$ cat config.mk
export PLATFORM = sky130hd
export DESIGN_NAME = ship_position_ctrl
export DESIGN_NICKNAME = d
export VERILOG_FILES = /design/src/rtl/ship_position_ctrl.sv
export SDC_FILE = /design/constraint.sdc
export NUM_CORES = 1
export LEC_CHECK = 0
export ABC_AREA = 0
export CAP_MARGIN = 20
export CORE_UTILIZATION = 31
export CTS_CLUSTER_SIZE = 14
export DETAILED_ROUTE_END_ITERATION = 7
export MAX_ROUTING_LAYER = met4
export PLACE_DENSITY = 0.84
export SKIP_LAST_GASP = 1
export SYNTH_ARGS = -nofsm -noshare
export SYNTH_HDL_FRONTEND = slang
export SYNTH_SLANG_ARGS = --single-unit
$ cat constraint.sdc
create_clock -name CLK -period 2.57 [get_ports CLK]
set_input_delay 0.3855 -clock CLK [delete_from_list [all_inputs] [get_ports CLK]]
set_output_delay 0.3855 -clock CLK [all_outputs]
set_load 0.02 [all_outputs]
$ cat src/rtl/ship_position_ctrl.sv
// rtl/ship_position_ctrl.sv - player-ship position controller with hold-to-repeat and LED overlay
//
// Purpose:
//   Turns synchronized left/right key levels into a horizontal ship position.
//   A fresh press moves once immediately. Holding the key moves again after
//   HOLD_DLY cycles, and then every RPT_DLY cycles after that. The ship stops
//   at the edges, or wraps when WRAP=1. EN=0 pauses all movement. The ship is
//   drawn as a red-pixel overlay for the display compositor.
//
// Ports:
//   CLK        in   1                     system clock
//   RST        in   1                     synchronous, active-high reset
//   EN         in   1                     1 = movement enabled, 0 = paused
//   L          in   1                     left key level (already synchronized)
//   R          in   1                     right key level (already synchronized)
//   Pos        out  PW                    ship position, 0 = far left
//   Moved      out  1                     one-cycle pulse the cycle after Pos changes
//   RedPixels  out  [ROWS-1:0][COLS-1:0]  ship overlay, [row][col], row 0 = bottom

module ship_position_ctrl #(
  parameter int COLS     = 16,
  parameter int ROWS     = 16,
  parameter int SHIP_W   = 4,
  parameter int HOLD_DLY = 8,
  parameter int RPT_DLY  = 4,
  parameter int WRAP     = 0
) (
  input  logic                                   CLK,
  input  logic                                   RST,
  input  logic                                   EN,
  input  logic                                   L,
  input  logic                                   R,
  output logic [$clog2(COLS-SHIP_W+1)-1:0]       Pos,
  output logic                                   Moved,
  output logic [ROWS-1:0][COLS-1:0]              RedPixels
);

  localparam int NPOS   = COLS - SHIP_W + 1;
  localparam int PW     = $clog2(NPOS);
  localparam int CENTER = (COLS - SHIP_W) / 2;
  localparam int MAXD   = (HOLD_DLY > RPT_DLY) ? HOLD_DLY : RPT_DLY;
  localparam int CW     = $clog2(MAXD + 1);

  localparam logic [PW-1:0] LAST_POS   = PW'(NPOS - 1);
  localparam logic [PW-1:0] CENTER_POS = PW'(CENTER);
  localparam logic [CW-1:0] HOLD_LAST  = CW'(HOLD_DLY - 1);
  localparam logic [CW-1:0] RPT_LAST   = CW'(RPT_DLY - 1);

  typedef enum logic [1:0] {
    DIR_NONE  = 2'd0,
    DIR_LEFT  = 2'd1,
    DIR_RIGHT = 2'd2
  } dir_e;

  typedef enum logic [1:0] {
    ST_IDLE   = 2'd0,
    ST_HOLD   = 2'd1,
    ST_REPEAT = 2'd2
  } state_e;

  dir_e          dir;
  dir_e          prev_dir_q;
  state_e        state_q, state_d;
  logic [CW-1:0] cnt_q, cnt_d;
  logic [PW-1:0] pos_q, pos_d;
  logic          moved_q;
  logic          do_move;
  logic          press;
  int            pos_int;

  // Both keys down counts as no direction, so neither key wins.
  always_comb begin
    dir = DIR_NONE;
    if (L && !R) begin
      dir = DIR_LEFT;
    end else if (R && !L) begin
      dir = DIR_RIGHT;
    end
  end

  // A press is any change into a real direction. This covers a direct L->R
  // swap and letting go of one key of a held pair.
  assign press = (dir != DIR_NONE) && (dir != prev_dir_q);

  // Repeat timing. cnt counts the cycles spent in the current HOLD or REPEAT
  // interval. A move happens on the cycle it reaches the interval's last value.
  always_comb begin
    state_d = state_q;
    cnt_d   = cnt_q;
    do_move = 1'b0;
    if (!EN || (dir == DIR_NONE)) begin
      state_d = ST_IDLE;
      cnt_d   = '0;
    end else if (press) begin
      do_move = 1'b1;
      state_d = ST_HOLD;
      cnt_d   = '0;
    end else begin
      case (state_q)
        ST_HOLD: begin
          if (cnt_q == HOLD_LAST) begin
            do_move = 1'b1;
            state_d = ST_REPEAT;
            cnt_d   = '0;
          end else begin
            cnt_d = cnt_q + CW'(1);
          end
        end
        ST_REPEAT: begin
          if (cnt_q == RPT_LAST) begin
            do_move = 1'b1;
            cnt_d   = '0;
          end else begin
            cnt_d = cnt_q + CW'(1);
          end
        end
        default: begin
          // A key held across a pause stays here until it is released and
          // pressed again, because prev_dir already matches it.
          state_d = ST_IDLE;
          cnt_d   = '0;
        end
      endcase
    end
  end

  // Position update. A move blocked at an edge leaves pos_d == pos_q, so it
  // produces no Moved pulse. Repeat timing carries on regardless.
  always_comb begin
    pos_d = pos_q;
    if (do_move) begin
      if (dir == DIR_LEFT) begin
        if (pos_q != '0) begin
          pos_d = pos_q - PW'(1);
        end else if (WRAP != 0) begin
          pos_d = LAST_POS;
        end
      end else if (dir == DIR_RIGHT) begin
        if (pos_q != LAST_POS) begin
          pos_d = pos_q + PW'(1);
        end else if (WRAP != 0) begin
          pos_d = '0;
        end
      end
    end
  end

  always_ff @(posedge CLK) begin
    if (RST) begin
      state_q    <= ST_IDLE;
      cnt_q      <= '0;
      pos_q      <= CENTER_POS;
      moved_q    <= 1'b0;
      prev_dir_q <= DIR_NONE;
    end else begin
      state_q    <= state_d;
      cnt_q      <= cnt_d;
      pos_q      <= pos_d;
      moved_q    <= (pos_d != pos_q);
      prev_dir_q <= dir;
    end
  end

  assign Pos     = pos_q;
  assign Moved   = moved_q;
  assign pos_int = int'(pos_q);

  // Ship shape: a SHIP_W-wide base on row 0 and a two-pixel nose centred
  // above it on row 1.
  always_comb begin
    RedPixels = '0;
    for (int c = 0; c < COLS; c++) begin
      if ((c >= pos_int) && (c < pos_int + SHIP_W)) begin
        RedPixels[0][c] = 1'b1;
      end
      if ((c == pos_int + SHIP_W / 2 - 1) || (c == pos_int + SHIP_W / 2)) begin
        RedPixels[1][c] = 1'b1;
      end
    end
  end

endmodule
==> impl_metrics.json <==
{
  "drt_first_iter_violations": 135,
  "firstDrtPassIters": 8,
  "place_area_sq_mm": 0.00350,
  "post_synth.cell_area_avg_sq_um": 7.54,
  "max_stage_delay_ns": 0.37,
  "gr-total-overflow": 0,
  "drc_errors": 4,
  "hold_violations": 0,
  "cp_max_fo": 5,
  "dp.cells": 628,
  "violations": "DRC, setup timing",
  "synthFlopType": "dfxtp_1",
  "fp.coreArea_sq_mm": 0.0102,
  "wirelength_microns": 7160,
  "worstHoldPathType": "reg2reg",
  "slew_violations": 0,
  "chipWidth_microns": 104,
  "p_leak_nw": 1.92,
  "drive_gt1_share_pct": 20.2,
  "yosysWarnings": 0,
  "clk_latency_ns": 0.25,
  "die-area_sq_mm": 0.0109,
  "power.share.sequential_pct": 16.8,
  "grt_usage_pct": 11.8,
  "fill_cells": 1009,
  "finish.net_count": 541,
  "finalNonFillerCells": 645,
  "ys_seq_area_share_pct": 8.01,
  "syn2layout_area_growth_pct": 16.8,
  "power.share.clock_pct": 14.7,
  "status": "finished with violations",
  "cts_root_buf": "clkbuf_8",
  "cts_tree": "done",
  "diodes": 0,
  "synthCells": 431,
  "clockBufferDepth": 2,
  "p_sw_uw": 667,
  "hold_slack_ns": 0.453,
  "rsz0062_at_grt": "true",
  "via_per_inst": 3.86,
  "reg2reg_slack_ns": 0.20,
  "slowest_stage": "dfxtp_4",
  "setup_viol": 9,
  "drtAntennaViolNets": 0,
  "finalSetupTns_ns": -0.803,
  "ir_drop_mv": 0.131,
  "comb_power_share_pct": 68.6,
  "pin_count": 266,
  "post-dp-hpwl_microns": 5570,
  "grt_pass1_wl_microns": 10200,
  "worstPathCellList": "clkinvlp_4, ha_4, nand2b_4, nor2_4, ha_4, inv_1, or2_4, buf_6, o32ai_4, buf_6",
  "grt_pass1_vias": 1988,
  "die_y_microns": 104,
  "grt_start_max_net_pins": 14,
  "period_share_pct": 105,
  "path_class": "reg2out",
  "period_needed_ns": 2.70,
  "p_per_area_mw_per_mm2": 331,
  "final_area_sq_mm": 0.00379,
  "ys_ff_latch": 13,
  "crit_arrival_ns": 2.31,
  "start_util_pct": 31.8,
  "cts_buffers": 3,
  "skew_ns": 0.00639,
  "cap_viol_max_count": 0,
  "synth_area_sq_mm": 0.00325,
  "htree_levels": 1,
  "async_reset_ff_share_pct": 0,
  "grt_antenna_before_repair": 0,
  "finish.utilization_pct": 37.1,
  "routabilityCongestion": 0.822,
  "numPortBuffers": 41,
  "hold_buffers": 0,
  "rows": 37,
  "synth_cell_types": 44,
  "clk_pin_slew_ns": 0.06,
  "p_total_mw": 1.26,
  "num_vias": 2492,
  "cp.required_ns": 2.18,
  "endpoint_kind": "output port",
  "routedWlPerCell_microns": 11.1,
  "startpoint_type": "flop",
  "switching_share_pct": 53.1,
  "clkSinkCount": 13,
  "dp_slack_ns": -0.360,
  "synth_edf_count": 0,
  "p_int_uw": 590,
  "max_freq_ghz": 0.370,
  "layout_setup_ws_ns": -0.129
}
-- cell usage in the layout, fill, tap and decap left out, types with 3 or more instances in the layout --
cell               n
conb_1           224
buf_4             35
buf_6             24
ha_1              22
nand2_1           19
inv_1             17
clkdlybuf4s50_1   14
a21oi_1           12
nor2_1            11
dfxtp_1           10
o21ai_0           10
o22ai_4            8
o32ai_4            8
nand3b_1           6
dlygate4sd2_1      6
nand2b_1           5
nand3_1            5
o211ai_1           4
nor3_1             4
dlymetal6s2s_1     4
nor2b_1            3
xnor2_1            3
ha_4               3
clkbuf_8           3
-- cell type report --
| type | count | area (sq um) | share of cell area (%) |
|---|---|---|---|
| Multi-Input combinational cell | 389 | 2440 | 64.4 |
| Sequential cell | 13 | 267 | 7.02 |
| Tap cell | 136 | 170 | 4.48 |
| Inverter | 19 | 75.1 | 1.98 |
| Timing Repair Buffer | 84 | 796 | 21.0 |
| Clock buffer | 4 | 45.0 | 1.19 |
-- worst max-delay path, delay by kind of cell, from the launching register on --
kind	cells	cell delay, ns
buffers and inverters	4	0.44
adder cells (fa/ha/maj)	2	0.53
AND/OR/NAND/NOR	3	0.44
flip-flops	1	0.37
AO/OA/AOI/OAI	1	0.28
-- state kept, by name, summed over array words and instances, names as in the netlist --
signal / count
prev_dir_q: 2
cnt_q: 4
state_q: 2
Pos: 4
Moved: 1
-- cell usage after synthesis, types with 3 or more instances --
cell      count  area [sq um]
xor2_1        3          26.3
nor2_1       12          45.0
buf_2         4          20.0
xnor2_1       4          35.0
buf_4       224          1680
o32ai_1       8          70.1
nand3_1       5          25.0
a21oi_1      13          65.1
nor2b_1       4          25.0
nand2b_1      6          37.5
nand2_1      20          75.1
o22ai_1       9          56.3
o21ai_0      10          50.1
nor3_1        4          20.0
clkbuf_1      5          18.8
ha_1         26           325
a31oi_1       3          18.8
nand3b_1      6          45.0
inv_1        19          71.3
o211ai_1      4          30.0
dfxtp_1      13           260
-- per-layer routing --
| layer | up-vias | wire [microns] | GRT usage, % |
|---|---|---|---|
| met1 | 1149 | 2560 | 12.3 |
| met3 | 19 | 554 | 1.32 |
| li1 | 1135 | - | - |
| met4 | 0 | 174 | 3.47 |
| met2 | 189 | 3870 | 22.8 |
| met5 | - | 0 | - |
-- power by group through the flow --
| stage | logic (mW) | registers (mW) | clock network (mW) |
|---|---|---|---|
| 4_1_cts | 0.804 | 0.210 | 0.186 |
| 6_report | 0.861 | 0.211 | 0.184 |
| 3_5_place_dp | 0.763 | 0.215 | 0 |
| 2_1_floorplan | 0.854 | 0.219 | 0 |
| 3_3_place_gp | 0.753 | 0.214 | 0 |
| 5_1_grt | 0.906 | 0.211 | 0.192 |
-- worst paths after layout --
kind                       startpoint             endpoint  cells after the start
setup / recovery    Pos[1]$_SDFF_PP1_        RedPixels[17]                     10
setup reg to reg    Pos[1]$_SDFF_PP1_    Pos[1]$_SDFF_PP1_                      9
hold / removal    cnt_q[0]$_SDFF_PP0_  cnt_q[0]$_SDFF_PP0_                      1
hold reg to reg   cnt_q[0]$_SDFF_PP0_  cnt_q[0]$_SDFF_PP0_                      1
-- cells by family (layout without fill, tap and decap cells) --
kind of cell | count (synthesis) | in the layout | share of synthesized area, %
compound gates | 65 | 65 | 14.0
xor+xnor | 7 | 7 | 1.89
other cells | 1 | 224 | 0.115
flops | 13 | 13 | 8.01
buf+inv | 252 | 107 | 55.1
mux | 3 | 3 | 0.963
simple gates | 64 | 64 | 9.90
fa+ha+maj | 26 | 26 | 10.0
-- what timing repair did --
| action | CTS | global route |
|---|---|---|
| buffers inserted | 10 | 3 |
| pin swaps | 9 | 16 |
| endpoints found under the setup margin | 25 | 20 |
| resized for setup | 95 | 35 |
No activity file was read; power rests on OpenSTA's default activity.
